===== src/rtl/lsu_split_pkg.sv =====
// Shared types and helpers for the load/store splitter and its data-memory port.
// Latency: none (types, constants and pure functions only).
// Backpressure: none.
package lsu_split_pkg;

    localparam int DefaultAddrWidth = 32;

    // Access width understood by the data memory
    typedef enum logic [1:0] {
        BYTE = 2'd0,
        HALF = 2'd1,
        WORD = 2'd2
    } mem_width_t;

    // Splitter FSM state encoding
    typedef logic [1:0] lsu_state_t;
    localparam lsu_state_t IDLE   = 2'd0;
    localparam lsu_state_t ACCESS = 2'd1;
    localparam lsu_state_t RESP   = 2'd2;

    // Natural alignment: BYTE always, HALF on even addresses, WORD on multiples of 4
    function automatic logic is_aligned(input mem_width_t width, input logic [1:0] addr_lo);
        case (width)
            HALF:    is_aligned = ~addr_lo[0];
            WORD:    is_aligned = (addr_lo == 2'b00);
            default: is_aligned = 1'b1;
        endcase
    endfunction

    // Number of memory beats: one native beat when aligned, otherwise one per byte
    function automatic logic [2:0] beat_count(input mem_width_t width, input logic aligned);
        if (aligned) begin
            beat_count = 3'd1;
        end else if (width == HALF) begin
            beat_count = 3'd2;
        end else begin
            beat_count = 3'd4;
        end
    endfunction

endpackage


===== src/rtl/lsu_split.sv =====
// Load/store unit in front of the data memory; splits misaligned HALF/WORD into byte beats.
// Latency: accept-to-rsp_valid 2 (aligned), 3 (split HALF), 5 (split WORD), 1 (rejected).
// Backpressure: req_ready only in IDLE; one transaction in flight, no response stall.
module lsu_split
    import lsu_split_pkg::*;
#(
    parameter int AddrWidth       = DefaultAddrWidth,
    parameter bit SplitMisaligned = 1'b1
) (
    input  logic                 clk,
    input  logic                 reset_n,
    input  logic                 req_valid,
    output logic                 req_ready,
    input  logic                 req_write,
    input  mem_width_t           req_width,
    input  logic                 req_sign_extend,
    input  logic [AddrWidth-1:0] req_address,
    input  logic [31:0]          req_data,
    output logic                 rsp_valid,
    output logic [31:0]          rsp_data,
    output logic                 rsp_error,
    output logic                 mem_write_enable,
    output mem_width_t           mem_width,
    output logic                 mem_sign_extend,
    output logic [AddrWidth-1:0] mem_address,
    output logic [31:0]          mem_data_in,
    input  logic [31:0]          mem_data_out,
    input  logic                 mem_alignment_error
);

    lsu_state_t           state;
    logic [1:0]           beat;
    logic                 req_write_q;
    mem_width_t           req_width_q;
    logic                 req_sign_q;
    logic [AddrWidth-1:0] req_addr_q;
    logic [31:0]          req_data_q;
    logic                 aligned_q;
    logic [31:0]          data_acc;
    logic [31:0]          final_data;
    logic [2:0]           n_beats;
    logic                 accept;
    logic                 req_aligned;
    logic                 last_beat;

    assign req_ready   = (state == IDLE);
    assign accept      = req_valid && req_ready;
    assign req_aligned = is_aligned(req_width, req_address[1:0]);
    assign n_beats     = beat_count(req_width_q, aligned_q);
    assign last_beat   = ({1'b0, beat} == (n_beats - 3'd1));

    // Final load value: split HALF loads are extended here, aligned loads come pre-extended from mem
    always_comb begin
        final_data = data_acc;
        if (req_write_q) begin
            final_data = 32'h0;
        end else if (!aligned_q && (req_width_q == HALF)) begin
            final_data = {{16{req_sign_q & data_acc[15]}}, data_acc[15:0]};
        end
    end

    // Memory port: idle values outside ACCESS, native beat when aligned, byte beat k otherwise
    always_comb begin
        mem_write_enable = 1'b0;
        mem_width        = WORD;
        mem_sign_extend  = 1'b0;
        mem_address      = '0;
        mem_data_in      = 32'h0;
        if (state == ACCESS) begin
            mem_write_enable = req_write_q;
            if (aligned_q) begin
                mem_width       = req_width_q;
                mem_sign_extend = req_sign_q;
                mem_address     = req_addr_q;
                mem_data_in     = req_data_q;
            end else begin
                mem_width   = BYTE;
                mem_address = req_addr_q + AddrWidth'(beat);
                mem_data_in = {24'h0, req_data_q[{beat, 3'b000} +: 8]};
            end
        end
    end

    // FSM, request capture, beat counter, byte-lane assembly and response pulse
    always_ff @(posedge clk or negedge reset_n) begin
        if (!reset_n) begin
            state       <= IDLE;
            beat        <= 2'd0;
            req_write_q <= 1'b0;
            req_width_q <= BYTE;
            req_sign_q  <= 1'b0;
            req_addr_q  <= '0;
            req_data_q  <= 32'h0;
            aligned_q   <= 1'b0;
            data_acc    <= 32'h0;
            rsp_valid   <= 1'b0;
            rsp_data    <= 32'h0;
            rsp_error   <= 1'b0;
        end else begin
            rsp_valid <= 1'b0;
            case (state)
                IDLE: begin
                    if (accept) begin
                        req_write_q <= req_write;
                        req_width_q <= req_width;
                        req_sign_q  <= req_sign_extend;
                        req_addr_q  <= req_address;
                        req_data_q  <= req_data;
                        aligned_q   <= req_aligned;
                        beat        <= 2'd0;
                        data_acc    <= 32'h0;
                        if (!req_aligned && !SplitMisaligned) begin
                            // Rejected: skip memory entirely and report the error
                            rsp_error <= 1'b1;
                            state     <= RESP;
                        end else begin
                            rsp_error <= 1'b0;
                            state     <= ACCESS;
                        end
                    end
                end
                ACCESS: begin
                    rsp_error <= rsp_error | mem_alignment_error;
                    if (!req_write_q) begin
                        if (aligned_q) begin
                            data_acc <= mem_data_out;
                        end else begin
                            data_acc[{beat, 3'b000} +: 8] <= mem_data_out[7:0];
                        end
                    end
                    beat <= beat + 2'd1;
                    if (last_beat) begin
                        state <= RESP;
                    end
                end
                RESP: begin
                    rsp_valid <= 1'b1;
                    rsp_data  <= final_data;
                    state     <= IDLE;
                end
                default: state <= IDLE;
            endcase
        end
    end

endmodule

===== config.mk =====
export PLATFORM = sky130hd
export DESIGN_NAME = lsu_split
export DESIGN_NICKNAME = d
export VERILOG_FILES = /design/src/rtl/lsu_split_pkg.sv /design/src/rtl/lsu_split.sv
export SDC_FILE = /design/constraint.sdc
export NUM_CORES = 1
export LEC_CHECK = 0
export ABC_CLOCK_PERIOD_IN_PS = 4700
export CAP_MARGIN = 30
export CORE_MARGIN = 4
export CORE_UTILIZATION = 48
export CTS_CLUSTER_SIZE = 14
export DETAILED_ROUTE_END_ITERATION = 6
export PLACE_DENSITY = 0.81
export REMOVE_ABC_BUFFERS = 1
export SYNTH_ARGS = -nofsm -noshare
export SYNTH_HDL_FRONTEND = slang
export SYNTH_SLANG_ARGS = --single-unit
export TNS_END_PERCENT = 5

===== constraint.sdc =====
create_clock -name clk -period 4.7 [get_ports clk]
set_input_delay 1.41 -clock clk [delete_from_list [all_inputs] [get_ports clk]]
set_output_delay 1.41 -clock clk [all_outputs]
set_load 0.05 [all_outputs]

==> reports/qor.csv <==
stage,metric,value,unit
status,status,finished clean,
finish,Finished Layout Cells,1210,
critical_path,crit path buf inv count,2,
job,Max Cap Viol,0,
logic_synthesis,fraction of registers with async set/reset,100,%
critical_path,critical path's largest stage delay,0.65,ns
sta,worst-margin pin slew,0.857,ns
logic_synthesis,simple-gate portion of the synthesized area,26.9,%
floorplan,FP Rows,44,
logic_synthesis,compound-gate portion of the synthesized area,12.9,%
route,# DRC,0,
logic_synthesis,Mapped Area,7130,um^2
logic_synthesis,post-synthesis mux area share,4.51,%
power_and_ir_drop,Seq pwr share,26.2,%
power_and_ir_drop,peak supply drop,0.433,mV
critical_path,CP cell instances,"ha_1, inv_1, fa_1, or4_4, or4_1, a21oi_1, buf_12",
placement,HPWL Detailed,14700,um
sta,Slew headroom,42.9,%
critical_path,"Data arrival, critical path",3.14,ns
floorplan,Die Span Y,130,um
power_and_ir_drop,net switching power,0.00376,W
cts,CTS HTree Levels,4,
critical_path,crit end category,output pin,
logic_synthesis,Synth Area in XOR/XNOR,1.11,%
logic_synthesis,Post-Synth Adder-Cell Area,1.68,%
route,initial drt markers,527,
sta,Final Slew Violations,0,
route,Antenna Violating Nets Remaining,0,
critical_path,critical path class,register to output pin,
sta,RSZ-0062 raised after global routing,false,
route,Wirelength per Cell,17.8,um
finish,layout cells sized above 1,9.55,%
floorplan,die width,130,um
logic_synthesis,post-synthesis cell type count,47,
finish,antenna diode count,0,
cts,Post CTS Setup Buffer Count,0,
logic_synthesis,Synth Area per Inst,8.62,um^2
floorplan,Std-Cell Core Area,14500,um^2
placement,I/O Buffers,206,
critical_path,crit start category,register,
power_and_ir_drop,switching share of total power,47.5,%
global_route,grt total ovfl,0,
cts,TritonCTS clock tree,done,
cts,number of CTS-inserted buffers,17,
logic_synthesis,Syn Inst Count,827,
logic_synthesis,Post-synth EDFFs,0,
global_route,number of global-route vias before repair,6672,
global_route,GRT Overall Usage,25.7,%
cts,Root Buffer,clkbuf_16,
critical_path,CP max FO,9,
floorplan,full die area,16900,um^2
sta,Final WS setup,0.147,ns
logic_synthesis,main combinational cell family by area after synthesis,simple AND/OR/NAND/NOR gates,
cts,Worst-path clk slew,0.06,ns
global_route,largest net degree at the start of global routing,106,
route,iteration count of the initial detailed-routing pass,5,
placement,RD Place Congestion,0.884,
cts,CTS Buffer Depth,2,
route,post-DR vias/cell,5.59,
route,WL final,21500,um
sta,Final min period,4.55,ns
cts,clock latency on the worst-skew pair,0.43,ns
logic_synthesis,Ys Warns,0,
cts,clock tree sinks,139,
critical_path,Top Family by Delay on Critical Path,simple AND/OR/NAND/NOR gates,
route,routed via count,6767,
placement,DP Worst Slack,0.506,ns
floorplan,I/O Pins,207,
logic_synthesis,top_reg_cell synth,dfrtp_1,
sta,Achievable Freq,220,MHz
critical_path,"slowest stage cell, crit path",or4_4,
power_and_ir_drop,Pleak,4.57,nW
sta,Worst Clk Skew,0.00897,ns
floorplan,Starting Density,49.1,%
placement,Placed Cells,1178,
sta,Final Hold Fails,0,
power_and_ir_drop,Clk pwr share,18.1,%
global_route,initial antenna violation count,0,
sta,crit share post-route,96.9,%
worst_hold_path,Worst Hold Class,register to register,
power_and_ir_drop,P_int,0.00415,W
placement,"Cell Area, Placed",9540,um^2
sta,setup_tns,0,ns
sta,Final setup violation count,0,
power_and_ir_drop,Pwr per Cell Area,776,nW/um^2
finish,final net count,1127,
cts,post-CTS sizing,0,
finish,area growth from synthesis to layout,43.0,%
logic_synthesis,"Seq/Total Area, Yosys",48.8,%
global_route,first-pass GRT wire length,33800,um
logic_synthesis,Synth Register Bits,139,
critical_path,CP Data Required Time,3.29,ns
finish,final cell area excluding filler cells,10200,um^2
power_and_ir_drop,Comb pwr share,55.8,%
cts,"Hold-fix buffers, CTS",0,
==> synth_stat cells, types with 4 or more instances <==
master    instances  area [um^2]
nand2_1         280         1050
dfrtp_1         139         3480
o21ai_0          71          355
clkbuf_1         50          188
nor2_1           43          161
and3_1           28          175
nand2b_1         25          156
a32oi_1          24          210
a21oi_1          15         75.1
inv_1            13         48.8
mux2i_1          13          130
o31ai_1          13         97.6
nand3_1          10         50.1
xnor2_1           9         78.8
and4_1            8         70.1
ha_1              8          100
mux4_2            8          180
nand4_1           7         43.8
or4_1             6         45.0
buf_1             5         18.8
or3_1             5         31.3
buf_2             4         20.0
nor3_1            4         20.0
nor3b_1           4         30.0
==> cell usage in the layout (no fill, tap or decap), drive strengths merged, types with 2 or more instances in the layout <==
cell type        n
xnor2            9
o311ai           3
clkinv           2
a21oi           15
a31oi            3
o32ai            3
o41ai            2
o31ai           13
nor4             2
nor2            43
clkbuf          21
a41o             3
ha               8
nor3             4
and2             2
and3            28
inv             14
o21ai           72
mux4             8
clkinvlp         3
dfrtp          139
nand2          280
nand4            8
clkdlybuf4s50  179
or3              5
nor4b            2
nor3b            4
nand3           10
buf             50
or4              6
mux2i           13
and4             8
bufinv           4
nand2b          25
a32oi           24
==> logic make-up (layout without fill, tap and decap cells) <==
kind of cell	after synthesis	after routing
adder cells (fa/ha/maj)	9	9
XOR/XNOR	9	9
buffers and inverters	74	273
multiplexers	22	22
flip-flops	139	139
AND/OR/NAND/NOR	429	429
AO/OA/AOI/OAI	145	145
==> flip-flops by register name (all words and copies together), names as in the netlist, 2 cells and up <==
name and count:
beat 2, data_acc 32, req_addr_q 32, req_data_q 32, req_width_q 2, rsp_data 32, state 2
==> path summary, 6_finish.rpt <==
kind	from	to	slack, ns	cells after the start
setup reg to reg	state[0]$_DFFE_PN0P_	data_acc[12]$_DFFE_PN0P_	2.38	5
max in group asynchronous	reset_n	data_acc[30]$_DFFE_PN0P_	2.96	3
hold / removal	rsp_data[14]$_DFFE_PN0P_	rsp_data[14]$_DFFE_PN0P_	0.47	2
setup / recovery	req_addr_q[0]$_DFFE_PN0P_	mem_address[18]	0.15	7
min in group asynchronous	reset_n	rsp_data[12]$_DFFE_PN0P_	0.77	1
hold reg to reg	rsp_data[14]$_DFFE_PN0P_	rsp_data[14]$_DFFE_PN0P_	0.47	2
==> final cells by class <==
type,instances,area (um^2)
Clock inverter,10,165
Multi-Input combinational cell,614,3390
Sequential cell,139,3480
Inverter,13,48.8
Fill cell,1120,4340
Clock buffer,21,460
Timing Repair Buffer,229,2430
Tap cell,184,230
==> layer usage <==
layer	GRT usage (%)	wire length [um]	up-vias
met4	9.29	598	0
met3	11.6	2500	52
met2	40.9	9930	297
met5	0	0	-
li1	-	-	3209
met1	31.1	8460	3209
==> stage by stage <==
step	utilization, %	power (W)	hold WS [ns]
after detailed placement	65.6	0.00647	0.469
final	70.2	0.00792	0.475
after CTS	69.9	0.00794	0.481
after global routing	70.2	0.00839	0.496
after global placement	65.6	0.00638	0.461
after floorplan	-	0.00479	0.450
==> power groups by stage <==
stage | Clock [W] | Sequential (W) | Combinational, W
2_1_floorplan | 0 | 0.00235 | 0.00244
3_3_place_gp | 0 | 0.00205 | 0.00433
3_5_place_dp | 0 | 0.00208 | 0.00440
4_1_cts | 0.00145 | 0.00206 | 0.00442
5_1_grt | 0.00150 | 0.00213 | 0.00475
6_report | 0.00143 | 0.00207 | 0.00441
==> worst reg2reg max path, delay by kind of cell (launching register included) <==
kind / cells / cell delay, ns
flip-flops: 1 / 0.44
buffers and inverters: 1 / 0.33
AO/OA/AOI/OAI: 2 / 0.38
AND/OR/NAND/NOR: 2 / 1.09
Note: power is estimated with default switching activity, not from simulation.
==> patch 1, RTL diff (config.mk and constraints unchanged) <==
`DefaultAddrWidth`: 32 -> 36.
--- a/src/rtl/lsu_split_pkg.sv
+++ b/src/rtl/lsu_split_pkg.sv
@@ -4,5 +4,5 @@
 package lsu_split_pkg;
 
-    localparam int DefaultAddrWidth = 32;
+    localparam int DefaultAddrWidth = 36;
 
     // Access width understood by the data memory
Interface: changed (resized mem_address and req_address); port bits go from 207 to 215. No check against the original RTL was run, so the function may have changed too.
==> patch 1 against the unedited design <==
Highest routed layer is now met5; largest cell class unchanged; power up 6.5%; non-clock buffer count up 4; synthesized cell count up 2.5%; utilization up 1.5 points; clock skew down 0.00056 ns; worst setup slack better by 0.15 ns; clock power up 11%; via count up 0.40%; final area up 3.2%; sequential cell count up 4; synthesized area up 2.0%; wire length up 2.2%; sequential power up 5%; largest power group unchanged.
==> patch 1: results (changes against the unedited design) <==
- Status: completed
- Final std cells w/o fill: 1,240 (+2.5%)
- CP top delay family: buffers and inverters
- Nets: 1,160 (+2.9%)
- Routability Congestion: 0.839 (-5.1%)
- Leakage: 4.74 nW (+3.7%)
- WL per Instance: 17.7 µm (-0.29%)
- Synth cell count leaders: nand2_1, dfrtp_1, nor2_1
- Relative slew slack: 28.5% (-14 points)
- CP max stage delay: 0.85 ns (+0.20 ns)
- Reg2reg start: beat[0]$_DFFE_PN0P_
- Vias in the first global route: 6,708 (+0.54%)
- Clk network pwr share: 18.9% (+0.8 points)
- Crit path max fanout: 4 (-5)
- Synth unique cells: 43 (-8.5%)
- Mux share of post-synthesis cell area: 3.72% (-0.79 points)
- Sequential fraction of the synthesis area: 49.2% (+0.44 points)
- Grt met2 use: 42.4% (+1.5 points)
- Synth Area in XOR/XNOR: 3.73% (+2.6 points)
- Share of cells above drive strength 1: 9.94% (+0.39 points)
- Hold Crit Start: rsp_data[9]$_DFFE_PN0P_
- Pwr per Cell Area: 801 mW/mm² (+3.1%)
- Met2 Routed Length: 10,400 µm (+4.7%)
- Avg Cell Area, Syn: 8.57 µm² (-0.56%)
- Arrival time worst endpoint: 2.99 ns (-0.15 ns)
- PortBufs: 214 (+3.9%)
- Post-Synth Adder-Cell Area: 1.65% (-0.032 points)
- Largest net degree at the start of global routing: 96 (-9.4%)
- Setup Skew: 0.00841 ns (-0.000558 ns)
- First-pass GRT wire length: 34,900 µm (+3.5%)
- Top layer in use: met5
- Worst Setup SP: req_addr_q[1]$_DFFE_PN0P_
- Max VDD drop: 0.426 mV (-1.6%)
- CP max-delay cell: clkdlybuf4s50_1
- Initial antenna violation count: 1 (+1)
- Combinational power share: 55.3% (-0.5 points)
- Vias: 6,794 (+0.40%)
patch 1: cell count changes in the layout (fill, tap and decap cells not counted), sizes merged, moves of 5 or more:
cell | before | now
or4 | 6 | 1
nand2 | 280 | 288
xor2 | 0 | 24
a21oi | 15 | 8
nand3 | 10 | 27
inv | 14 | 19
nor2 | 43 | 67
and4 | 8 | 1
nand2b | 25 | 4
and3 | 28 | 33
patch 1: cell type report:
class / instances / area [µm²]
Clock buffer: 22 / 464
Multi-Input combinational cell: 629 / 3390
Inverter: 19 / 71.3
Fill cell: 1116 / 4170
Timing Repair Buffer: 233 / 2560
Tap cell: 184 / 230
Clock inverter: 10 / 231
Sequential cell: 143 / 3580
patch 1: metrics by stage:
step                      worst slack, ns  cell area, µm²
after floorplan                    0.0320            7040
after global placement              0.856            9810
after detailed placement            0.822            9820
after CTS                           0.304           10500
after global routing                0.143           10500
final                               0.295           10500
patch 1: cell families after synthesis:
| family | after synthesis |
|---|---|
| simple gates | 455 |
| compound gates | 117 |
| flops | 143 |
| fa+ha+maj | 9 |
| xor+xnor | 31 |
| buf+inv | 76 |
| mux | 17 |
patch 1: worst paths after layout:
check	end	slack [ns]	cells past startpoint
min reg2reg	rsp_data[9]$_DFFE_PN0P_	0.48	2
max	mem_address[7]	0.30	7
max in group asynchronous	req_data_q[3]$_DFFE_PN0P_	2.87	2
max reg2reg	data_acc[12]$_DFFE_PN0P_	2.10	7
min in group asynchronous	rsp_data[24]$_DFFE_PN0P_	1.07	1
min	rsp_data[9]$_DFFE_PN0P_	0.48	2
patch 1: tightest hold or removal path, stage by stage (launching register included):
cell     delay (ns)
dfrtp_1        0.34
nand2_1        0.05
o21ai_0        0.06
==> patch 2, RTL diff (config.mk and constraints unchanged) <==
Without the edit above. Reset style: synchronous (`reset_n`), changed in one clocked block.
--- a/src/rtl/lsu_split.sv
+++ b/src/rtl/lsu_split.sv
@@ -83,5 +83,5 @@
 
     // FSM, request capture, beat counter, byte-lane assembly and response pulse
-    always_ff @(posedge clk or negedge reset_n) begin
+    always_ff @(posedge clk) begin
         if (!reset_n) begin
             state       <= IDLE;
Function: differs if reset_n is asserted again (counterexample within 4 cycles, from zero or initial values and one cycle with reset_n low); with reset_n held inactive, the same outputs for 4 cycles.
==> patch 2 against the unedited design <==
Sequential share of layout area decreased by 4.7 points; critical path depth increased by 2; worst setup slack improved by 0.054 ns; final area decreased by 7.2%; clock skew decreased by 0.0032 ns; wire length decreased by 6.1%; die area decreased by 6.8%; final cell count increased by 0.83%; via count decreased by 0.16%; synthesized area decreased by 7.2%; sequential cell count unchanged; largest cell class is now multi-input gates; highest routed layer unchanged.
Power is not compared: it rests on default switching activity, and its combinational part moved more than twofold at a synthesized area within 25%.
==> patch 2: results (changes against the unedited design) <==
- Setup Skew: 0.00582 ns (-0.00316 ns)
- Largest net degree at the start of global routing: 75 (-29%)
- Nets: 1,146 (+1.7%)
- Sequential fraction of the synthesis area: 42.1% (-6.7 points)
- CP max-delay cell: fa_1
- Total GRT Usage: 25.3% (-0.38 points)
- Post-synth ARST share: 0% (-100 points)
- Avg Vias per Cell: 5.54 (-0.98%)
- Compound-gate portion of the synthesized area: 18.8% (+5.9 points)
- Hold Crit Start: rsp_data[18]$_SDFFE_PN0P_
- Arrival time worst endpoint: 3.09 ns (-0.05 ns)
- Vias in the first global route: 6,569 (-1.5%)
- Crit path max fanout: 6 (-3)
- Final HPWL from detailed placement: 13,900 µm (-5.6%)
- CP max stage delay: 0.48 ns (-0.17 ns)
- WL per Instance: 16.5 µm (-6.9%)
- Synth unique cells: 41 (-13%)
- Synth Area in XOR/XNOR: 3.18% (+2.1 points)
- FILL cells: 1,104 (-1.4%)
- Status: completed
- Relative slew slack: 28.6% (-14 points)
- Post-Synth Adder-Cell Area: 1.82% (+0.13 points)
- Synth cell count leaders: nand2_1, dfxtp_1, a21oi_1
- Share of cells above drive strength 1: 8.43% (-1.1 points)
- First-pass GRT wire length: 32,700 µm (-3.0%)
- Final std cells w/o fill: 1,220 (+0.83%)
[patch 2: cell types whose count changed after synthesis, moves of 17 or more]
cell      unedited run  this run
nor2_1              43        93
dfxtp_1              0       139
dfrtp_1            139         0
nand2_1            280       187
a22oi_1              0        24
o21ai_0             71        27
nand2b_1            25         3
a21oi_1             15       129
xor2_1               0        17
[patch 2: area by class of cell]
| class | count | area share [%] |
|---|---|---|
| flip-flops and latches | 139 | 29.4 |
| repair buffers | 218 | 24.2 |
| inverters | 13 | 0.542 |
| multi-input cells | 644 | 37.7 |
| clock inverters | 8 | 0.727 |
| clock buffers | 22 | 5.11 |
| well taps | 176 | 2.33 |
[patch 2: path summary, 6_finish.rpt]
kind | endpoint | cells after the start
max | mem_address[26] | 9
min | rsp_data[18]$_SDFFE_PN0P_ | 2
max reg2reg | data_acc[9]$_SDFFE_PN0P_ | 8
min reg2reg | rsp_data[18]$_SDFFE_PN0P_ | 2
[patch 2: through the flow]
stage | TNS (ns) | power (mW) | instance area (µm²) | setup WS (ns)
after floorplan | -0.106 | 1.55 | 6380 | -0.0353
after global placement | 0 | 1.76 | 8900 | 0.679
after detailed placement | 0 | 1.77 | 8900 | 0.561
after CTS | 0 | 3.02 | 9450 | 0.0765
after global routing | 0 | 3.12 | 9470 | 0.0199
final | 0 | 3.02 | 9470 | 0.201
[patch 2: report_power, final]
group	leakage [nW]	internal [mW]	total, mW	switching, mW
Clock	0.281	0.772	1.26	0.492
Combinational	2.05	0.198	0.478	0.280
Sequential	1.13	1.23	1.27	0.0480
[patch 2: routing by layer]
metal,part of all wire (%),wire length (µm),vias to the layer above,global-route usage [%]
met4,2.4,485,0,9.06
met5,0,0,-,0
met3,9.0,1820,39,8.87
met2,46,9350,275,40.9
li1,-,-,3299,-
met1,42,8510,3143,31.6
